[config.mk]
export PLATFORM = sky130hd
export DESIGN_NAME = dadd_wbuf
export DESIGN_NICKNAME = d
export VERILOG_FILES = /design/src/rtl/dadd_pkg.sv /design/src/rtl/dadd_wbuf_mem.sv /design/src/rtl/dadd_wbuf.sv
export SDC_FILE = /design/constraint.sdc
export NUM_CORES = 1
export LEC_CHECK = 0
export CORE_ASPECT_RATIO = 1.4
export CORE_MARGIN = 1
export CORE_UTILIZATION = 35
export CTS_BUF_LIST = sky130_fd_sc_hd__clkbuf_4
export DETAILED_ROUTE_END_ITERATION = 16
export SETUP_SLACK_MARGIN = 0.4
export SYNTH_ARGS = -nofsm -noshare
export SYNTH_HDL_FRONTEND = slang
export SYNTH_SLANG_ARGS = --single-unit
[constraint.sdc]
create_clock -name clk -period 17.6 [get_ports clk]
set_clock_uncertainty 0.2 [all_clocks]
set_input_delay 2.64 -clock clk [delete_from_list [all_inputs] [get_ports clk]]
set_output_delay 2.64 -clock clk [all_outputs]
set_load 0.01 [all_outputs]
[src/rtl/dadd_pkg.sv]
// rtl/dadd_pkg.sv - shared types and constants for the dadd stage and its write buffer
package dadd_pkg;

  localparam int DADD_WBUF_DEPTH_DEF = 8;
  localparam int DADD_DROPCNT_W      = 16;

  // One buffered write at the default dadd widths
  typedef struct packed {
    logic [31:0] addr;
    logic [31:0] data;
  } dadd_entry_t;

endpackage

[src/rtl/dadd_wbuf_mem.sv]
// rtl/dadd_wbuf_mem.sv - write buffer storage, one sync write port and one async read port
module dadd_wbuf_mem
  import dadd_pkg::*;
#(
  parameter int WIDTH  = 64,
  parameter int DEPTH  = DADD_WBUF_DEPTH_DEF,
  localparam int IWIDTH = $clog2(DEPTH)
) (
  input  logic              clk,
  input  logic              we,
  input  logic [IWIDTH-1:0] waddr,
  input  logic [WIDTH-1:0]  wdata,
  input  logic [IWIDTH-1:0] raddr,
  output logic [WIDTH-1:0]  rdata
);

  logic [WIDTH-1:0] mem_q [DEPTH];

  // Storage is never reset; the pointers alone decide which entries are live
  always_ff @(posedge clk) begin
    if (we) mem_q[waddr] <= wdata;
  end

  assign rdata = mem_q[raddr];

endmodule

[src/rtl/dadd_wbuf.sv]
// rtl/dadd_wbuf.sv - dadd write buffer FIFO; DADD_WBUF_DROPCNT_EN adds a saturating drop counter
module dadd_wbuf
  import dadd_pkg::*;
#(
  parameter int AWIDTH = 32,
  parameter int DWIDTH = 32,
  parameter int DEPTH  = DADD_WBUF_DEPTH_DEF,
  localparam int LWIDTH = $clog2(DEPTH) + 1
) (
  input  logic              clk,
  input  logic              rst_n,
  input  logic              wb_in_en,
  input  logic [DWIDTH-1:0] wb_in,
  input  logic [AWIDTH-1:0] wb_in_addr,
  output logic              wb_out_valid,
  input  logic              wb_out_ready,
  output logic [DWIDTH-1:0] wb_out,
  output logic [AWIDTH-1:0] wb_out_addr,
  output logic              wb_full,
  output logic              wb_empty,
  output logic [LWIDTH-1:0] wb_level,
  output logic              wb_ovf,
`ifdef DADD_WBUF_DROPCNT_EN
  output logic [DADD_DROPCNT_W-1:0] wb_drop_cnt,
`endif
  input  logic              wb_ovf_clr
);

  localparam int IWIDTH = LWIDTH - 1;
  localparam int EWIDTH = AWIDTH + DWIDTH;
  localparam logic [LWIDTH-1:0] FULL_XOR = {1'b1, {IWIDTH{1'b0}}};

  logic [LWIDTH-1:0] wr_ptr_q, wr_ptr_d;
  logic [LWIDTH-1:0] rd_ptr_q, rd_ptr_d;
  logic              ovf_q, ovf_d;
  logic              empty, full, pop, push, drop;
  logic [EWIDTH-1:0] head;

  // Occupancy flags from the extra pointer wrap bit; push/pop/drop decisions
  always_comb begin
    empty    = (wr_ptr_q == rd_ptr_q);
    full     = ((wr_ptr_q ^ rd_ptr_q) == FULL_XOR);
    pop      = !empty && wb_out_ready;
    push     = wb_in_en && (!full || pop);
    drop     = wb_in_en && full && !pop;
    wr_ptr_d = push ? wr_ptr_q + LWIDTH'(1) : wr_ptr_q;
    rd_ptr_d = pop  ? rd_ptr_q + LWIDTH'(1) : rd_ptr_q;
    ovf_d    = drop ? 1'b1 : (wb_ovf_clr ? 1'b0 : ovf_q);
  end

  // Pointer and sticky overflow state
  always_ff @(posedge clk or negedge rst_n) begin
    if (!rst_n) begin
      wr_ptr_q <= '0;
      rd_ptr_q <= '0;
      ovf_q    <= 1'b0;
    end else begin
      wr_ptr_q <= wr_ptr_d;
      rd_ptr_q <= rd_ptr_d;
      ovf_q    <= ovf_d;
    end
  end

  dadd_wbuf_mem #(
    .WIDTH (EWIDTH),
    .DEPTH (DEPTH)
  ) u_mem (
    .clk   (clk),
    .we    (push),
    .waddr (wr_ptr_q[IWIDTH-1:0]),
    .wdata ({wb_in_addr, wb_in}),
    .raddr (rd_ptr_q[IWIDTH-1:0]),
    .rdata (head)
  );

  assign wb_empty     = empty;
  assign wb_full      = full;
  assign wb_out_valid = !empty;
  assign wb_level     = wr_ptr_q - rd_ptr_q;
  assign wb_ovf       = ovf_q;
  assign wb_out       = empty ? '0 : head[DWIDTH-1:0];
  assign wb_out_addr  = empty ? '0 : head[EWIDTH-1:DWIDTH];

`ifdef DADD_WBUF_DROPCNT_EN
  logic [DADD_DROPCNT_W-1:0] drop_cnt_q, drop_cnt_d;

  // Saturating drop count; a drop in the clear cycle restarts the count at 1
  always_comb begin
    drop_cnt_d = drop_cnt_q;
    if (drop) begin
      if (wb_ovf_clr)            drop_cnt_d = DADD_DROPCNT_W'(1);
      else if (drop_cnt_q != '1) drop_cnt_d = drop_cnt_q + DADD_DROPCNT_W'(1);
    end else if (wb_ovf_clr) begin
      drop_cnt_d = '0;
    end
  end

  // Drop counter register
  always_ff @(posedge clk or negedge rst_n) begin
    if (!rst_n) drop_cnt_q <= '0;
    else        drop_cnt_q <= drop_cnt_d;
  end

  assign wb_drop_cnt = drop_cnt_q;
`endif

endmodule

==> flow_summary.json <==
{
  "status": "finished, final reports clean",
  "ys_seq_area_share_pct": 75.66,
  "yosysTopAreaCell": "edfxtp_1",
  "area_growth_pct": 17.68,
  "ys_types": 36,
  "die-area_mm2": 0.05990,
  "yosys_register_bits": 521,
  "first_pass_iters": 4,
  "cp-end-kind": "primary output",
  "grt_max_degree": 157,
  "r2r_start": "rd_ptr_q[0]",
  "yosysMostFrequentCell": "edfxtp_1",
  "finalNonFillerCells": 2140,
  "yosys_warnings": 0,
  "arrival_ns": 4.52,
  "slew_viol_final": 0,
  "coreArea_mm2": 0.05791,
  "num-fill-cells": 5207,
  "io_pins": 141,
  "cts.path.max_buffers": 3,
  "clk_latency_ns": 0.80,
  "synth_common_cells": "512 x edfxtp_1, 256 x mux2i_1, 67 x nand2_1",
  "grt_pass1_wl_um": 69180,
  "min_period_over_period_pct": 41.80,
  "slowest_delay_ns": 1.10,
  "syn_area_per_cell_um2": 18.95,
  "critical_path_class": "reg -> out",
  "synth_top_area_share_pct": 74.56,
  "numCtsBuffers": 116,
  "die_x_um": 207.1,
  "vias_per_cell": 4.980,
  "grt_overflow": 0,
  "rsz0062_at_grt": "no",
  "die_h_um": 289.2,
  "drc": 0,
  "routed-via-count": 10660,
  "rr_endpoint": "u_mem.mem_q[6][24]",
  "powerDensity_mw_per_mm2": 178.1,
  "nets": 1379,
  "vdd_drop_max_v": 0.0001486,
  "io_buffer_count": 140,
  "grt_pass1_vias": 11620,
  "cts_tree": "yes",
  "p_leak_nw": 8.689,
  "period_minus_slack_ns": 7.358,
  "ant_nets": 0,
  "slew_headroom_pct": 19.02,
  "cp_cell_sequence": "ha_1 -> nand4_4 -> buf_4 -> nand2_1 -> a221oi_1 -> clkdlybuf4s50_1",
  "place_hpwl_um": 23030,
  "dpl.cell_count": 1928,
  "setup_tns_ns": 0,
  "worstSetupStartpointType": "register",
  "clock.fmax_mhz": 135.9,
  "grt_use_total_pct": 15.39,
  "ctsHoldBuffers": 0,
  "drtIter0Drc": 501,
  "crit_buf_inv": 2,
  "synthesis.nets": 1163,
  "cts-resized-gates": 0,
  "clk_pin_slew_ns": 0.07,
  "totalWireLength_um": 45760,
  "cap_violations": 0,
  "critPathTopFamily": "buffers and inverters",
  "crit_end": "wb_out[1]",
  "syn-cell-area_mm2": 0.02062,
  "row_count": 104,
  "synth-main-ff-cell": "edfxtp_1",
  "cp.depth": 6,
  "hp-class": "reg -> reg",
  "rr_worst_depth": 5,
  "setup_viol": 0,
  "crit_path_max_fanout": 69,
  "wl_per_cell_um": 21.38,
  "synth_edf_count": 512,
  "tightest_slew_ns": 1.215,
  "required_ns": 14.76,
  "slowest_stage": "dfrtp_4",
  "cts-htree-levels": 3,
  "async_reset_ff_share_pct": 1.727,
  "synth_cells": 1088,
  "cts_num_sinks": 521,
  "final-hold-violation-count": 0,
  "routabilityCongestion": 0.6955,
  "drive_above_1_share_pct": 19.84,
  "hold-worst-slack_ns": 0.3187,
  "worst-r2r-setup-slack_ns": 13.47,
  "clk_root_buffer_cell": "clkbuf_4",
  "critPathLaunch": "rd_ptr_q[0]",
  "start_util_pct": 35.61,
  "cts_setup_buffers": 0,
  "antenna_found_initial": 3,
  "synth.area.top_cells": "edfxtp_1 75%, mux2i_1 12%, a221oi_2 4.4%"
}
layout make-up:
cell class                 instances  area (um^2)  share of cell area (%)
sequential                       521        15600                   64.30
multi-input combinational        496         4672                   19.25
timing repair buffer             160         1564                   6.445
clock buffer                     165         1239                   5.105
tap                              742        928.4                   3.826
clock inverter                    45        220.2                  0.9075
inverter                           9        33.78                  0.1392
antenna                            2        5.005                 0.02062
worst reg2reg max path, delay by kind of cell, from the launching register on:
kind,cells,cell delay [ns]
AOI/OAI and AO/OA,1,0.18
buffers and inverters,1,0.69
and+or+nand+nor,2,1.08
DFF,1,1.10
adders and majority gates,1,0.45
power breakdown:
group          switching, W  internal [W]
Clock              0.000451      0.000448
Sequential        0.0000859       0.00156
Combinational      0.000978      0.000794
sequential cells by signal, summed over array words and instances, names as in the netlist:
signal       cells
rd_ptr_q         4
u_mem.mem_q    512
wb_ovf           1
wr_ptr_q         4
layout by cell type, fill, tap and decap left out, types with 4 or more instances in the layout:
cell and instances:
edfxtp_1 512, mux2i_1 256, clkbuf_4 165, clkdlybuf4s50_1 140, nand2_1 67, a22oi_1 64, a221oi_2 60, clkinv_1 33
buf_4 19, inv_1 8, dfrtp_1 8, xnor2_1 7, nand3_1 6, clkinv_2 6, nor2_4 5, nor3_2 5
ha_1 5, a221oi_1 4
how the worst min path moves through the flow:
stage,start,cells after the start,slack [ns],to
after CTS,wb_ovf,2,0.32,wb_ovf
after floorplan,rd_ptr_q[3],1,0.30,rd_ptr_q[3]
after global routing,wb_ovf,2,0.35,wb_ovf
after global placement,wb_ovf,2,0.30,wb_ovf
final,wb_ovf,2,0.32,wb_ovf
after detailed placement,wb_ovf,2,0.31,wb_ovf
layer usage:
metal / track usage, % / vias to the layer above / share of wire (%)
li1: - / 4910 / -
met1: 18.21 / 5427 / 42
met2: 27.31 / 232 / 52
met3: 3.512 / 84 / 4.3
met4: 5.840 / 4 / 2.2
met5: 0 / - / 0.050
per-stage QoR:
| stage | worst slack (ns) | total power (W) | cell area [um^2] | util (%) |
|---|---|---|---|---|
| global placement | 11.04 | 0.003464 | 22800 | 39.38 |
| floorplan | 7.982 | 0.002740 | 20620 | - |
| global route | 9.978 | 0.004569 | 24260 | 41.90 |
| CTS | 10.08 | 0.004406 | 24260 | 41.90 |
| detailed placement | 11.02 | 0.003489 | 22800 | 39.38 |
| finish | 10.24 | 0.004322 | 24270 | 41.91 |
cell families after synthesis:
group                    count (synthesis)  synth area share (%)
multiplexers                           258                 12.54
adder cells (fa/ha/maj)                  6                0.4005
flip-flops                             521                 75.66
AO/OA/AOI/OAI                          132                 7.014
buffers and inverters                   71                 2.075
AND/OR/NAND/NOR                         91                 1.899
XOR/XNOR                                 9                0.4187
(Power assumes the default switching activity.)
